[src/rtl/fft_pkg.sv]
// Shared definitions for the radix-2 in-place DIT FFT datapath: sequencer states,
// width helpers derived from the FFT length and the twiddle generator latency.
package fft_pkg;

  typedef enum logic [1:0] {
    IDLE  = 2'd0,
    RUN   = 2'd1,
    GAP   = 2'd2,
    DRAIN = 2'd3
  } fsm_state_t;

  // Twiddle generator latency; the sequencer delays its sideband by this much.
  localparam int TW_LAT_DEFAULT = 2;

  function automatic int stages_of(input int n);
    return $clog2(n);
  endfunction

  function automatic int aw_of(input int n);
    return $clog2(n);
  endfunction

  function automatic int kw_of(input int n);
    return $clog2(n / 2);
  endfunction

  function automatic int sw_of(input int n);
    return $clog2($clog2(n));
  endfunction

endpackage

[src/rtl/tw_delay_line.sv]
// Free-running WIDTH x DEPTH shift register with asynchronous reset, used to
// align sideband data with fixed-latency datapath blocks. DEPTH must be >= 1.
module tw_delay_line #(
  parameter int WIDTH = 8,
  parameter int DEPTH = 2
) (
  input  logic             clk,
  input  logic             rst,
  input  logic [WIDTH-1:0] din,
  output logic [WIDTH-1:0] dout
);

  logic [WIDTH-1:0] pipe [DEPTH];

  // NOTE: sequential state uses non-blocking assignments so every stage samples the
  // pre-edge value of its neighbour; blocking here would collapse the pipe to one stage.
  // NOTE: every stage is reset, not just the tail: a stale valid bit left in the
  // pipe would otherwise emerge as a spurious butterfly after reset.
  always_ff @(posedge clk or posedge rst) begin
    if (rst) begin
      for (int i = 0; i < DEPTH; i++) pipe[i] <= '0;
    end else begin
      pipe[0] <= din;
      for (int i = 1; i < DEPTH; i++) pipe[i] <= pipe[i-1];
    end
  end

  assign dout = pipe[DEPTH-1];

endmodule

[src/rtl/fft_addr_gen.sv]
// Per-frame address/twiddle sequencer for a shared-butterfly radix-2 in-place DIT FFT.
// Issues (k, stage) immediately and (addr_a, addr_b, valid) TW_LAT cycles later.
module fft_addr_gen
  import fft_pkg::*;
#(
  parameter  int N         = 8192,
  parameter  int TW_LAT    = TW_LAT_DEFAULT,
  parameter  int STAGE_GAP = 4,
  localparam int STAGES    = stages_of(N),
  localparam int AW        = aw_of(N),
  localparam int KW        = kw_of(N),
  localparam int SW        = sw_of(N)
) (
  input  logic          clk,
  input  logic          rst,
  input  logic          start,
  input  logic          bf_ready,
  output logic [KW-1:0] k,
  output logic [SW-1:0] stage,
  output logic          iss_valid,
  output logic [AW-1:0] addr_a,
  output logic [AW-1:0] addr_b,
  output logic          bf_valid,
  output logic          bf_last,
  output logic          busy,
  output logic          done
);

  localparam int GW = (STAGE_GAP > 1) ? $clog2(STAGE_GAP) : 1;
  localparam logic [KW-1:0] J_LAST = KW'(N / 2 - 1);
  localparam logic [SW-1:0] S_LAST = SW'(STAGES - 1);
  localparam logic [GW-1:0] G_LAST = GW'((STAGE_GAP > 0) ? STAGE_GAP - 1 : 0);

  typedef struct packed {
    logic          valid;
    logic          last;
    logic [AW-1:0] a;
    logic [AW-1:0] b;
  } side_t;

  fsm_state_t    state_q, state_d;
  logic [KW-1:0] j_q, j_d;
  logic [SW-1:0] stage_q, stage_d;
  logic [GW-1:0] gap_q, gap_d;

  logic [AW-1:0] j_ext, half, mask, pos, a_cur, b_cur;
  logic [SW-1:0] k_shift;
  logic [AW-1:0] hold_a, hold_b;
  side_t         side_in, side_out;

  always_ff @(posedge clk or posedge rst) begin
    if (rst) begin
      state_q <= IDLE;
      j_q     <= '0;
      stage_q <= '0;
      gap_q   <= '0;
    end else begin
      state_q <= state_d;
      j_q     <= j_d;
      stage_q <= stage_d;
      gap_q   <= gap_d;
    end
  end

  always_comb begin
    // NOTE: every output of this block is assigned a default before the case, so no
    // path leaves a signal unassigned and no latch is inferred.
    state_d   = state_q;
    j_d       = j_q;
    stage_d   = stage_q;
    gap_d     = gap_q;
    iss_valid = 1'b0;
    unique case (state_q)
      IDLE: begin
        if (start) begin
          state_d = RUN;
          j_d     = '0;
          stage_d = '0;
        end
      end
      RUN: begin
        iss_valid = bf_ready;
        if (bf_ready) begin
          if (j_q == J_LAST) begin
            j_d = '0;
            if (stage_q == S_LAST) begin
              state_d = DRAIN;
              stage_d = '0;
            end else begin
              stage_d = stage_q + 1'b1;
              gap_d   = '0;
              if (STAGE_GAP > 0) state_d = GAP;
            end
          end else begin
            j_d = j_q + 1'b1;
          end
        end
      end
      GAP: begin
        if (gap_q == G_LAST) state_d = RUN;
        else                 gap_d   = gap_q + 1'b1;
      end
      DRAIN: begin
        if (side_out.valid && side_out.last) state_d = IDLE;
      end
      default: state_d = IDLE;
    endcase
  end

  // a inserts a zero bit at position 'stage' into j; b sets that bit.
  assign j_ext   = AW'(j_q);
  assign half    = AW'(1) << stage_q;
  assign mask    = half - 1'b1;
  assign pos     = j_ext & mask;
  assign a_cur   = ((j_ext & ~mask) << 1) | pos;
  assign b_cur   = a_cur | half;
  assign k_shift = S_LAST - stage_q;
  assign k       = KW'(pos << k_shift);
  assign stage   = stage_q;

  assign side_in = '{
    valid: iss_valid,
    last:  iss_valid && (j_q == J_LAST) && (stage_q == S_LAST),
    a:     a_cur,
    b:     b_cur
  };

  tw_delay_line #(
    .WIDTH($bits(side_t)),
    .DEPTH(TW_LAT)
  ) u_delay (
    .clk (clk),
    .rst (rst),
    .din (side_in),
    .dout(side_out)
  );

  // Addresses seen by the butterfly freeze on the last valid pair between bubbles.
  always_ff @(posedge clk or posedge rst) begin
    if (rst) begin
      hold_a <= '0;
      hold_b <= '0;
    end else if (side_out.valid) begin
      hold_a <= side_out.a;
      hold_b <= side_out.b;
    end
  end

  assign addr_a   = side_out.valid ? side_out.a : hold_a;
  assign addr_b   = side_out.valid ? side_out.b : hold_b;
  assign bf_valid = side_out.valid;
  assign bf_last  = side_out.valid & side_out.last;
  assign done     = bf_last;
  assign busy     = (state_q != IDLE);

endmodule

[config.mk]
export PLATFORM = sky130hd
export DESIGN_NAME = fft_addr_gen
export DESIGN_NICKNAME = d
export VERILOG_FILES = /design/src/rtl/fft_pkg.sv /design/src/rtl/tw_delay_line.sv /design/src/rtl/fft_addr_gen.sv
export SDC_FILE = /design/constraint.sdc
export NUM_CORES = 1
export LEC_CHECK = 0
export ABC_AREA = 1
export CORE_MARGIN = 4
export CORE_UTILIZATION = 60
export DETAILED_ROUTE_END_ITERATION = 16
export GPL_TIMING_DRIVEN = 1
export PLACE_DENSITY = 0.88
export SYNTH_ARGS = -nofsm -noshare
export SYNTH_HDL_FRONTEND = slang
export SYNTH_SLANG_ARGS = --single-unit
[constraint.sdc]
create_clock -name clk -period 5.1 [get_ports clk]
set_clock_uncertainty 0.1 [all_clocks]
set_input_delay 0.51 -clock clk [delete_from_list [all_inputs] [get_ports clk]]
set_output_delay 0.51 -clock clk [all_outputs]
set_load 0.005 [all_outputs]
==> impl_metrics.yaml, run 1 <==
floorplan:
  core_area_sq_mm: 0.007447
  dieWidth_microns: 96.47
  num_rows: 31
  die_y_microns: 96.47
  fp.dieArea_sq_mm: 0.009306
  num_io_pins: 51
  initial_core_util_pct: 63.05
clock_tree:
  cts_tree: "built"
  cts_buffers: 9
  cts_resized: 0
  path_clk_slew_ns: 0.10
  h-tree-depth: 3
  clockBufferDepth: 2
  cts-root-buf: "clkbuf_8"
  clock-sinks: 102
  clk_latency_ns: 0.36
  hold_buffers: 0
  cts_setup_buffers: 0
routing:
  avgViaCountPerCell: 5.467
  detail-route-antenna-nets: 0
  drt_iter0_markers: 286
  remaining_drc_errors: 0
  wl_microns: 10430
  vias: 3772
  routedWlPerCell_microns: 15.12
  drt-pass1-iter-count: 5
logic_synthesis:
  synth_fp_nets: 555
  async_flop_share_pct: 100.0
  yosysTopAreaCell: "dfrtp_1"
  synth-seq-cells: 102
  synth-main-ff-cell: "dfrtp_1"
  ys_types: 43
  ys_warn_count: 0
  synth_seq_area_share_pct: 54.36
  synth_top_area_share_pct: 54.36
  synthesis.area_sq_mm: 0.004696
  synth_edf_count: 0
  ys_top_cells_by_area: "dfrtp_1, nand2_1, nand3_1"
  syn_area_per_cell_sq_um: 8.696
  postSynthCellCount: 540
worst_setup_path:
  path_delay_family: "buffers and inverters"
  critical_path.endpoint_type: "primary output"
  cpMostUsedCell: "nand2_1"
  cpMaxStageDelayCell: "dfrtp_1"
  crit_buf_inv: 2
  cp-start-kind: "flop"
  critPathMaxFanout: 17
  critPathKind: "flop to primary output"
  crit_chain: "inv_1 -> ha_1 -> ha_1 -> nand2_1 -> ha_1 -> xnor2_1 -> nand2_1 -> nand2_1 -> o21ai_0 -> o21ai_1 -> nand3_1 -> nand2_1 -> clkdlybuf4s50_1"
  cp.required_ns: 4.49
  slowest_delay_ns: 0.69
  arrival_ns: 3.94
sta:
  whs_ns: 0.2400
  setup-tns-final_ns: 0
  rsz0062_at_grt: "no"
  tightestPinTransition_ns: 0.9042
  maxSlewHeadroom_pct: 39.72
  hold_violations: 0
  finalSetupViolCount: 0
  setup_ws_ns: 0.5492
  drv_slew: 0
  min_period_ns: 4.551
  fin_crit_sh_pct: 89.23
  fmax_mhz: 219.7
placed_design:
  place_ws_ns: 1.006
  gp_congestion: 0.9361
  dp_hpwl_microns: 7713
  io_buffers: 50
grt:
  groute.usage.overall_pct: 24.71
  grt_pass1_vias: 3667
  grt_max_degree: 56
  grt_pass1_wl_microns: 17560
  grt_overflow: 0
  antenna_found_initial: 0
finish:
  diodes: 0
  final_common_cell: "nand2_1"
  fillerInstances: 551
  drive_above_1_share_pct: 8.799
  fin_nets: 601
  layout_common_cells: "nand2_1, dfrtp_1, nand3_1"
  syn_to_final_growth_pct: 16.09
job:
  cap_violations: 0
pwr:
  fin_total_pwr_mw: 1.362
  p_leak_nw: 2.852
  vdd_ir_drop_max_uv: 122.9
  power_density_mw_per_mm2: 249.8
run_status:
  status: "complete, no violations"
hold_path:
  hold_path_class: "flop to flop"
## cell type report
type	instances	area, sq um	share of cell area (%)
Clock buffer	10	137.6	2.525
Sequential cell	102	2552	46.82
Multi-Input combinational cell	364	1843	33.81
Inverter	57	216.5	3.971
Tap cell	99	123.9	2.272
Timing Repair Buffer	52	515.5	9.456
Clock inverter	6	62.56	1.148
## cells in the mapped netlist, types with 2 or more instances
library cell / count
o22ai_1: 4
buf_6: 2
nor2_2: 2
a31oi_1: 3
inv_1: 47
clkinv_1: 4
a21oi_1: 7
nor2_4: 2
nand3_2: 7
nand3_1: 69
inv_2: 6
ha_1: 11
dfrtp_1: 102
nor3b_1: 2
nor2_1: 26
xor2_1: 4
o21ai_0: 17
nand4_1: 4
o21ai_1: 6
nand2_1: 169
or2_1: 2
nand2_2: 9
clkbuf_1: 10
o211ai_1: 2
buf_2: 3
nor3_1: 3
## power breakdown
part / leakage [nW] / total [mW] / switching (mW) / internal, mW
Sequential: 1.29 / 0.828 / 0.00818 / 0.820
Clock: 0.102 / 0.498 / 0.294 / 0.204
Combinational: 1.46 / 0.0357 / 0.0270 / 0.00871
Total: 2.85 / 1.36 / 0.329 / 1.03
## worst reg2reg max path: stages, from the launching register on
cell and delay (ns):
dfrtp_1 0.69, inv_1 0.37, ha_1 0.35, ha_1 0.20, nand2_1 0.20, ha_1 0.25, nand2_2 0.11, nor2_4 0.14
nand2_1 0.08, nand2_1 0.14, o21ai_1 0.11, or2_1 0.22
## state kept, by name (all words and copies together) (netlist names)
name and count:
u_delay.dout 28, gap_q 2, hold_b 13, state_q 2, j_q 12, stage 4
hold_a 13, u_delay.pipe 28
## logic make-up after synthesis
kind of cell             count (synthesis)  synth area share (%)
adder cells (fa/ha/maj)                 11                 2.931
XOR/XNOR                                 5                0.9325
AND/OR/NAND/NOR                        301                 29.26
flip-flops                             102                 54.36
buffers and inverters                   74                 6.395
AO/OA/AOI/OAI                           47                 6.129
## path summary, 6_finish.rpt
kind,from,end,slack (ns),cells after the start
setup / recovery,stage[0],k[10],0.55,13
hold / removal,u_delay.pipe[45],u_delay.dout[17],0.24,0
setup reg to reg,stage[0],u_delay.pipe[35],2.02,11
hold reg to reg,u_delay.pipe[45],u_delay.dout[17],0.24,0
max in group asynchronous,rst,u_delay.pipe[49],3.37,3
min in group asynchronous,rst,u_delay.dout[14],0.45,2
## through the flow
stage               utilization (%)  instance area, sq um  instances
finish                        73.20                  5451        690
global route                  73.20                  5451        690
CTS                           73.20                  5451        690
detailed placement            70.51                  5251        674
global placement              70.51                  5251        674
floorplan                         -                  4696        540
## per-layer routing
layer,track usage (%),vias up,part of all wire (%)
li1,-,1824,-
met1,31.86,1794,43
met2,41.49,136,49
met3,4.957,18,5.9
met4,8.995,0,2.1
met5,0,-,0
(Power assumes the default switching activity.)
==> inputs of run 2 (changes only) <==
- CTS_CLUSTER_DIAMETER: unset -> 200
==> results of run 2 <==
No change in the layout: final DEF, timing and power equal those of run 1.
